## src/rtl/sram_dp_arbiter.sv

```systemverilog
// Three-requester arbiter in front of a dual-port SRAM with rotating priority and 1-cycle read return.
// Optional macro SRAM_ARB_ADDR_CONFLICT_EN stalls the second request on a same-address write hazard.
module sram_dp_arbiter #(
  parameter int WIDTH      = 16,
  parameter int ADDR_WIDTH = 4
) (
  input  logic                    i_clk,
  input  logic                    i_rst_n,
  input  logic [2:0]              i_req,
  input  logic [2:0]              i_rdwr_n,
  input  logic [3*ADDR_WIDTH-1:0] i_addr,
  input  logic [3*WIDTH-1:0]      i_wdata,
  output logic [2:0]              o_gnt,
  output logic [2:0]              o_rvalid,
  output logic [3*WIDTH-1:0]      o_rdata,
  output logic                    o_ce_n,
  output logic                    o_rdwr_n_0,
  output logic                    o_rdwr_n_1,
  output logic [ADDR_WIDTH-1:0]   o_addr_0,
  output logic [ADDR_WIDTH-1:0]   o_addr_1,
  output logic [WIDTH-1:0]        o_data_0,
  output logic [WIDTH-1:0]        o_data_1,
  input  logic [WIDTH-1:0]        i_data_0,
  input  logic [WIDTH-1:0]        i_data_1
);

  // Handshake: a requester holds i_req with stable rdwr_n/addr/wdata until it sees
  // o_gnt in the same cycle; the transfer happens on the next rising edge.
  logic [1:0]            ptr_q, ptr_d;
  logic [1:0]            tag_v_q, tag_v_d;
  logic [1:0]            tag_id0_q, tag_id0_d;
  logic [1:0]            tag_id1_q, tag_id1_d;
  logic                  sel0_v, sel1_v;
  logic [1:0]            sel0_id, sel1_id;
  logic                  g0, g1;
  logic [1:0]            cand [3];
  logic [ADDR_WIDTH-1:0] req_addr [3];
  logic [WIDTH-1:0]      req_wdata [3];

  function automatic logic [1:0] inc3(input logic [1:0] v);
    return (v == 2'd2) ? 2'd0 : v + 2'd1;
  endfunction

  always_comb begin
    for (int r = 0; r < 3; r++) begin
      req_addr[r]  = i_addr[r*ADDR_WIDTH +: ADDR_WIDTH];
      req_wdata[r] = i_wdata[r*WIDTH +: WIDTH];
    end
  end

  always_comb begin
    int s;
    s = 0;
    for (int k = 0; k < 3; k++) begin
      s = int'(ptr_q) + k;
      if (s >= 3) s = s - 3;
      cand[k] = 2'(s);
    end
  end

  // First two active requesters in rotation order take ports 0 and 1.
  always_comb begin
    sel0_v  = 1'b0;
    sel1_v  = 1'b0;
    sel0_id = 2'd0;
    sel1_id = 2'd0;
    for (int k = 0; k < 3; k++) begin
      if (i_req[cand[k]]) begin
        if (!sel0_v) begin
          sel0_v  = 1'b1;
          sel0_id = cand[k];
        end else if (!sel1_v) begin
          sel1_v  = 1'b1;
          sel1_id = cand[k];
        end
      end
    end
`ifdef SRAM_ARB_ADDR_CONFLICT_EN
    if (sel0_v && sel1_v && (req_addr[sel0_id] == req_addr[sel1_id]) &&
        !(i_rdwr_n[sel0_id] && i_rdwr_n[sel1_id])) begin
      sel1_v = 1'b0;
    end
`endif
  end

  assign g0 = sel0_v & i_rst_n;
  assign g1 = sel1_v & i_rst_n;

  always_comb begin
    o_gnt = 3'b000;
    if (g0) o_gnt[sel0_id] = 1'b1;
    if (g1) o_gnt[sel1_id] = 1'b1;
    o_ce_n     = ~(g0 | g1);
    o_rdwr_n_0 = 1'b1;
    o_addr_0   = '0;
    o_data_0   = '0;
    o_rdwr_n_1 = 1'b1;
    o_addr_1   = '0;
    o_data_1   = '0;
    if (g0) begin
      o_rdwr_n_0 = i_rdwr_n[sel0_id];
      o_addr_0   = req_addr[sel0_id];
      o_data_0   = req_wdata[sel0_id];
    end
    if (g1) begin
      o_rdwr_n_1 = i_rdwr_n[sel1_id];
      o_addr_1   = req_addr[sel1_id];
      o_data_1   = req_wdata[sel1_id];
    end
  end

  // Returning data is steered by the tag captured when the read was granted.
  always_comb begin
    o_rvalid = 3'b000;
    o_rdata  = '0;
    if (tag_v_q[0]) begin
      o_rvalid[tag_id0_q]                 = 1'b1;
      o_rdata[tag_id0_q*WIDTH +: WIDTH]   = i_data_0;
    end
    if (tag_v_q[1]) begin
      o_rvalid[tag_id1_q]                 = 1'b1;
      o_rdata[tag_id1_q*WIDTH +: WIDTH]   = i_data_1;
    end
  end

  always_comb begin
    ptr_d = ptr_q;
    if (g1)      ptr_d = inc3(sel1_id);
    else if (g0) ptr_d = inc3(sel0_id);
    tag_v_d   = {g1 & i_rdwr_n[sel1_id], g0 & i_rdwr_n[sel0_id]};
    tag_id0_d = sel0_id;
    tag_id1_d = sel1_id;
  end

  always_ff @(posedge i_clk or negedge i_rst_n) begin
    if (!i_rst_n) begin
      ptr_q     <= 2'd0;
      tag_v_q   <= 2'b00;
      tag_id0_q <= 2'd0;
      tag_id1_q <= 2'd0;
    end else begin
      ptr_q     <= ptr_d;
      tag_v_q   <= tag_v_d;
      tag_id0_q <= tag_id0_d;
      tag_id1_q <= tag_id1_d;
    end
  end

endmodule
```

## config.mk

```make
export PLATFORM = sky130hd
export DESIGN_NAME = sram_dp_arbiter
export DESIGN_NICKNAME = d
export VERILOG_FILES = /design/src/rtl/sram_dp_arbiter.sv
export SDC_FILE = /design/constraint.sdc
export NUM_CORES = 1
export LEC_CHECK = 0
export BUFFER_PORTS_ARGS = -buffer_cell sky130_fd_sc_hd__buf_2
export CAP_MARGIN = 30
export CORE_MARGIN = 3
export CORE_UTILIZATION = 41
export DETAILED_ROUTE_END_ITERATION = 8
export GPL_TIMING_DRIVEN = 0
export HOLD_SLACK_MARGIN = 0.12
export PLACE_DENSITY = 0.82
export SETUP_SLACK_MARGIN = 0.4
export SLEW_MARGIN = 20
export SYNTH_ARGS = -nofsm -noshare
export SYNTH_HDL_FRONTEND = slang
export SYNTH_SLANG_ARGS = --single-unit
```

## constraint.sdc

```tcl
create_clock -name i_clk -period 2.7 [get_ports i_clk]
set_clock_uncertainty 0.05 [all_clocks]
set_input_delay 0.27 -clock i_clk [delete_from_list [all_inputs] [get_ports i_clk]]
set_output_delay 0.27 -clock i_clk [all_outputs]
set_load 0.01 [all_outputs]
```

=== Yosys cells after proc, flatten, opt, wreduce, memory -nomap -nowiden ===
Index checks and enable logic that the tools add are counted.

* Flip-flop bits (word level): 8
* Latch bits: 0
* RAM bits: 0
* Memory bits (read-only): 0
* Input port bits: 100
* Output and inout port bits: 97
* Logic and storage cells: 118
* Memories kept: 0

* Add/sub/neg operators: 9
* Multipliers: 0
* Div/mod/pow operators: 0
* $lt $le $gt $ge: 16
* Eq/ne operators: 2
* Shifts and indexed selects: 4
* Multiplexer cells: 67
* Bitwise logic cells: 11
* Reduce and logical (&&, ||, !) cells: 5

{| class="wikitable"
|+ Operators by type and width
! kind !! number
|-
| 16-bit two-way mux || 6
|-
| 48-bit two-way mux || 2
|-
| 16-bit by 34-bit variable shift with 48-bit output (first input constant) || 2
|-
| 16-bit by 34-bit indexed part select with 48-bit output || 2
|-
| 6-bit negator with 34-bit output || 2
|-
| 16-bit binary-select mux with 2-bit select || 2
|-
| 48-bit AND || 1
|-
| 48-bit bitwise mux || 1
|-
| 2-bit two-way mux || 17
|-
| 4-bit two-way mux || 6
|-
| 2-bit by 3-bit less-than comparator with 1-bit output (second input constant) || 7
|-
| 1-bit two-way mux || 18
|-
| 4-bit binary-select mux with 2-bit select || 2
|-
| 3-bit two-way mux || 4
|-
| 1-bit binary-select mux with 2-bit select || 5
|-
| 1-bit demux with 2-bit select || 4
|-
| 2-bit by 1-bit >= comparator with 1-bit output (second input constant) || 4
|-
| 3-bit by 2-bit >= comparator with 1-bit output (second input constant) || 2
|-
| 3-bit >= comparator (second input constant) || 2
|-
| 2-bit inverter with 3-bit output || 2
|-
| 3-bit OR || 2
|-
| 2-bit subtractor (second input constant) || 3
|-
| 2-bit by 1-bit adder with 2-bit output (second input constant) || 2
|-
| 1-bit AND || 4
|-
| 8 further kinds || 12
|}

=== Logic depth before layout (Yosys ltp) ===
* Depth in word-level cells: 16
* Mapped depth: 11
* Gate-level depth less buffers: 9

=== Least setup slack after synthesis ===
OpenSTA, ideal clock, no wires.

* Path type: flip-flop to output port
* From: reg ptr_q[0]
* To: out o_data_0[0]
* Arrival time: 2.077 ns
* Data required time: 2.380 ns
* Setup slack: 0.303 ns
* Stages on the path, launching flop included: 11
* Buffers on the path: 2
* Path through: dfrtp_1 > inv_1 > ha_1 > inv_2 > nor2_1 > a222oi_1 > nand2b_1 > buf_4 > clkbuf_1 > nor2_1 > a211oi_2

* Word-level cells in the longest chain between the ends: 14
* Elaborated cells on any way between the ends: 31
* Those cells by class: 5 x add/sub; 3 x order compare; 21 x mux; 2 x bitwise

{| class="wikitable"
|+ RTL lines
! element !! RTL line !! RTL
|-
| from (decl) || 29 || <nowiki>logic [1:0] ptr_q, ptr_d;</nowiki>
|-
| from (signal assigned) || 142 || <nowiki>ptr_q <= ptr_d;</nowiki>
|-
| parallel branches: the longest is 13 deep, another holds 2-bit by 1-bit adder with 3-bit output || -- ||
|-
| 16-bit two-way mux (*) || 100 || <nowiki>if (g0) begin</nowiki>
|-
| to (decl) || 21 || <nowiki>output logic [WIDTH-1:0] o_data_0,</nowiki>
|}

Every way passes the cells marked *. The select of a mux whose other input is x is not followed.

=== Final worst setup path ===
* From: reg ptr_q[1]
* To: out o_data_0[3]

The elaborated chain is that of the path after synthesis.

==> metrics.md <==
| Metric | Value |
|---|---|
| Flops & latches, synth | `8` |
| Violated checks | `negative setup slack` |
| Post-synthesis cell count | `~310` |
| P&R area growth vs syn | `114.0%` |
| GR Util All Layers | `35.22%` |
| Grt total ovfl | `0` |
| Core ar. | `5991 um2` |
| Sequential power share | `3.8%` |
| Switching pwr | `0.002957 W` |
| Worst setup path class | `flop to primary output` |
| FP Rows | `28` |
| Most used flip-flop cell after synthesis | `dfrtp_1` |
| Die height | `84.92 um` |
| CTS buffer count | `3` |
| Starting density of the core | `42.63%` |
| CP startpoint kind | `flop` |
| Arrival @ worst endpoint | `2.76 ns` |
| Bufs on Longest Clock Path | `2` |
| Half-perimeter wire length after placement | `8454 um` |
| Switching share of power | `49.35%` |
| Dpl ws | `-0.09126 ns` |
| # diodes | `0` |
| Clk pin slew, worst setup/hold paths | `0.04 ns` |
| Outcome | `finished, violations left` |
| Worst endpoint required time | `2.38 ns` |
| Worst skew pair latency | `0.23 ns` |
| Worst-path fanout max | `6` |
| Maximum vdd drop | `0.8770 mV` |
| CTS root buf | `clkbuf_8` |
| Fin crit period | `a little over 3 ns` |
| Area leader, netlist | `a22o_1` |
| Residual DRC | `0` |
| Total number of vias | `4448` |
| Int Pwr | `0.003035 W` |
| Tcrit/Tclk final | `114.1%` |
| Total power | `about 0.006 W` |
| Critical path endpoint category | `primary output` |
| Max transition margin | `70.72%` |
| Register area share after synthesis | `7.839%` |
| Most used cell, CP | `buf_6` |
| CTS tree | `built` |
| Mapped Nets | `426` |
| Routed wire length per instance | `25.89 um` |
| Synth warn | `0` |
| Share of layout cells above drive strength 1 | `approximately three quarters` |
| Via/cell ratio | `around 6.8` |
| Share of synthesized flip-flops with an asynchronous set or reset | `100.0%` |
| Largest net degree at the start of global routing | `13` |
| Number of enable flip-flop cells after synthesis | `0` |
| Slowest cell on crit path | `dfrtp_1` |
| Post-synthesis average cell area | `8.159 um2` |
| Synthesized area | `2554 um2` |
| Vias in the first global route | `roughly 4000` |
| First-pass GRT wire length | `20540 um` |
| Antenna Nets Post-Route | `0` |
| GP Congestion | `0.9167` |
| Power per cell area | `1097 nW/um2` |
| RSZ-0062 raised after global routing | `yes` |
| Max cap viols | `0` |
| H-tree depth | `1` |
| Leak | `2.639 nW` |
| Fin. Hold Viols | `0` |
| Port Buffer Count | `195` |
| 1st-iter DRT viols | `371` |
| Worst hold path type | `input pin to flop` |
| Worst path cell trace | `buf_6 > ha_4 > buf_8 > buf_6 > and2_4 > o221ai_4 > a21boi_4 > buf_6 > clkbuf_16 > mux2i_1 > a211oi_2 > buf_2` |
| Fin worst setup slack | `-0.3796 ns` |
| Yosys top cell area share | `17.49%` |
| I/O pin count | `a little under 200` |
| Critical Path Max Stage Delay | `0.41 ns` |
| Total Wirelength | `approximately 17000 um` |
| Initial antenna violation count | `0` |
| Final Net Count | `697` |
| Clk network pwr share | `between 2 and 3%` |
| Share of power burned in combinational logic | `a little over nine tenths` |
| Yosys cell types | `50` |
| Worst slew pin tran | `0.4392 ns` |
| Slew Viols, Final | `0` |
| Synth top area cells | `a22o_1 17%, mux2i_1 9.8%, a211oi_2 9.3%, dfrtp_1 7.8%, nor3_2 7.4%` |
| Die X-Extent | `84.92 um` |
| Clock sinks | `8` |
| F_max | `324.7 MHz` |
| Die ar. | `7211 um2` |
| Setup-failing EPs final | `46` |
| DR pass1 iterations | `5` |
-- cells in the mapped netlist (2+ instances only) --
| cell | count |
|---|---|
| buf_4 | 3 |
| buf_12 | 2 |
| o21ai_1 | 2 |
| o211ai_1 | 2 |
| buf_2 | 10 |
| inv_2 | 2 |
| ha_1 | 13 |
| a22o_1 | 51 |
| nor3_1 | 4 |
| o22ai_1 | 23 |
| dfrtp_1 | 8 |
| nand2_1 | 13 |
| nand2_2 | 2 |
| a21oi_1 | 25 |
| nand2b_1 | 5 |
| nor2b_1 | 3 |
| o31ai_1 | 2 |
| mux2i_1 | 25 |
| clkbuf_1 | 14 |
| inv_1 | 10 |
| buf_6 | 3 |
| nor3_2 | 19 |
| a211oi_2 | 19 |
| a211oi_1 | 3 |
| nor2_1 | 25 |
-- cells by family after synthesis --
family	after synthesis	share of synthesized area, %
fa+ha+maj	14	6.811
mux	26	10.24
flops	8	7.839
buf+inv	44	9.554
simple gates	81	19.84
compound gates	140	45.71
-- cell type report --
class                   count  area (um2)
multi-input cells         261        2887
repair buffers            266        1787
fillers                   241       526.8
plain buffers              32       402.9
flip-flops and latches      8       202.7
well taps                  75       93.84
inverters                  12       50.05
clock buffers               3       41.29
-- worst max-delay path: cells and delay by family, from the launching register on --
family / cells / cell delay, ns
muxes: 1 / 0.30
and+or+nand+nor: 1 / 0.17
DFF: 1 / 0.41
buffers and inverters: 6 / 0.88
adders and majority gates: 1 / 0.15
AOI/OAI and AO/OA: 3 / 0.60
-- layer usage --
layer	vias up	global-route usage [%]	part of all wire, %	routed length [um]
met5	-	0	0	0
met4	0	18.42	8.4	1433
met3	137	4.757	11	1795
met2	482	67.26	49	8380
met1	2053	37.06	32	5402
li1	1776	-	-	-
-- power groups by stage --
stage	clock network [W]	registers, W	logic [W]
floorplan	0	0.000199	0.00233
global placement	0	0.000209	0.00312
detailed placement	0	0.000213	0.00318
CTS	0.000144	0.000209	0.00444
global route	0.000157	0.000229	0.00577
finish	0.000148	0.000226	0.00562
-- registers in the layout (all words and copies together), names as in the netlist --
signal,count
tag_v_q,2
tag_id0_q,2
tag_id1_q,2
ptr_q,2
-- repair_timing --
item / 4_1_cts / 5_1_grt
pin swaps: 25 / 21
buffers inserted: 44 / 14
setup endpoints to repair: 96 / 86
hold buffers: 1 / 0
hold endpoints to repair: 8 / 0
resized for setup: 125 / 81
gates cloned: 7 / 5
-- layout by cell type (no fill, tap or decap), drive strengths merged, types with 2 or more instances in the layout --
master	synthesis	layout
buf	18	283
a22o	51	51
nor2	25	25
a21oi	25	25
mux2i	25	25
nor3	23	23
o22ai	23	23
a211oi	22	22
clkbuf	14	17
nand2	15	15
ha	13	13
inv	12	12
dfrtp	8	8
nand2b	6	6
nor2b	3	3
o31ai	3	3
o21ai	3	3
and2	2	2
o211ai	2	2
-- path summary, 6_finish.rpt --
| check | depth (start not counted) | startpoint | end | slack, ns |
|---|---|---|---|---|
| hold / removal | 3 | i_rdwr_n[0] | tag_v_q[1] | 0.42 |
| setup reg to reg | 12 | ptr_q[0] | ptr_q[1] | 0.11 |
| max in group asynchronous | 2 | i_rst_n | ptr_q[0] | 1.78 |
| hold reg to reg | 2 | ptr_q[0] | ptr_q[0] | 0.61 |
| setup / recovery | 12 | ptr_q[1] | o_data_0[3] | -0.38 |
| min in group asynchronous | 2 | i_rst_n | ptr_q[1] | 0.51 |
-- metrics by stage --
| step | std cells | area [um2] | setup TNS (ns) | util, % | hold slack, ns |
|---|---|---|---|---|---|
| 4_1_cts | 638 | 4853 | -3.181 | 81.02 | 0.3272 |
| 3_3_place_gp | 583 | 3826 | -0.06839 | 63.87 | 0.1163 |
| 3_5_place_dp | 583 | 3826 | -1.077 | 63.87 | 0.1164 |
| 5_1_grt | 657 | 5464 | -14.70 | 91.21 | 0.4091 |
| 6_report | 657 | 5464 | -12.35 | 91.21 | 0.4226 |
| 2_1_floorplan | 313 | 2756 | 0 | - | -0.07559 |
No activity file was read; power rests on OpenSTA's default activity.
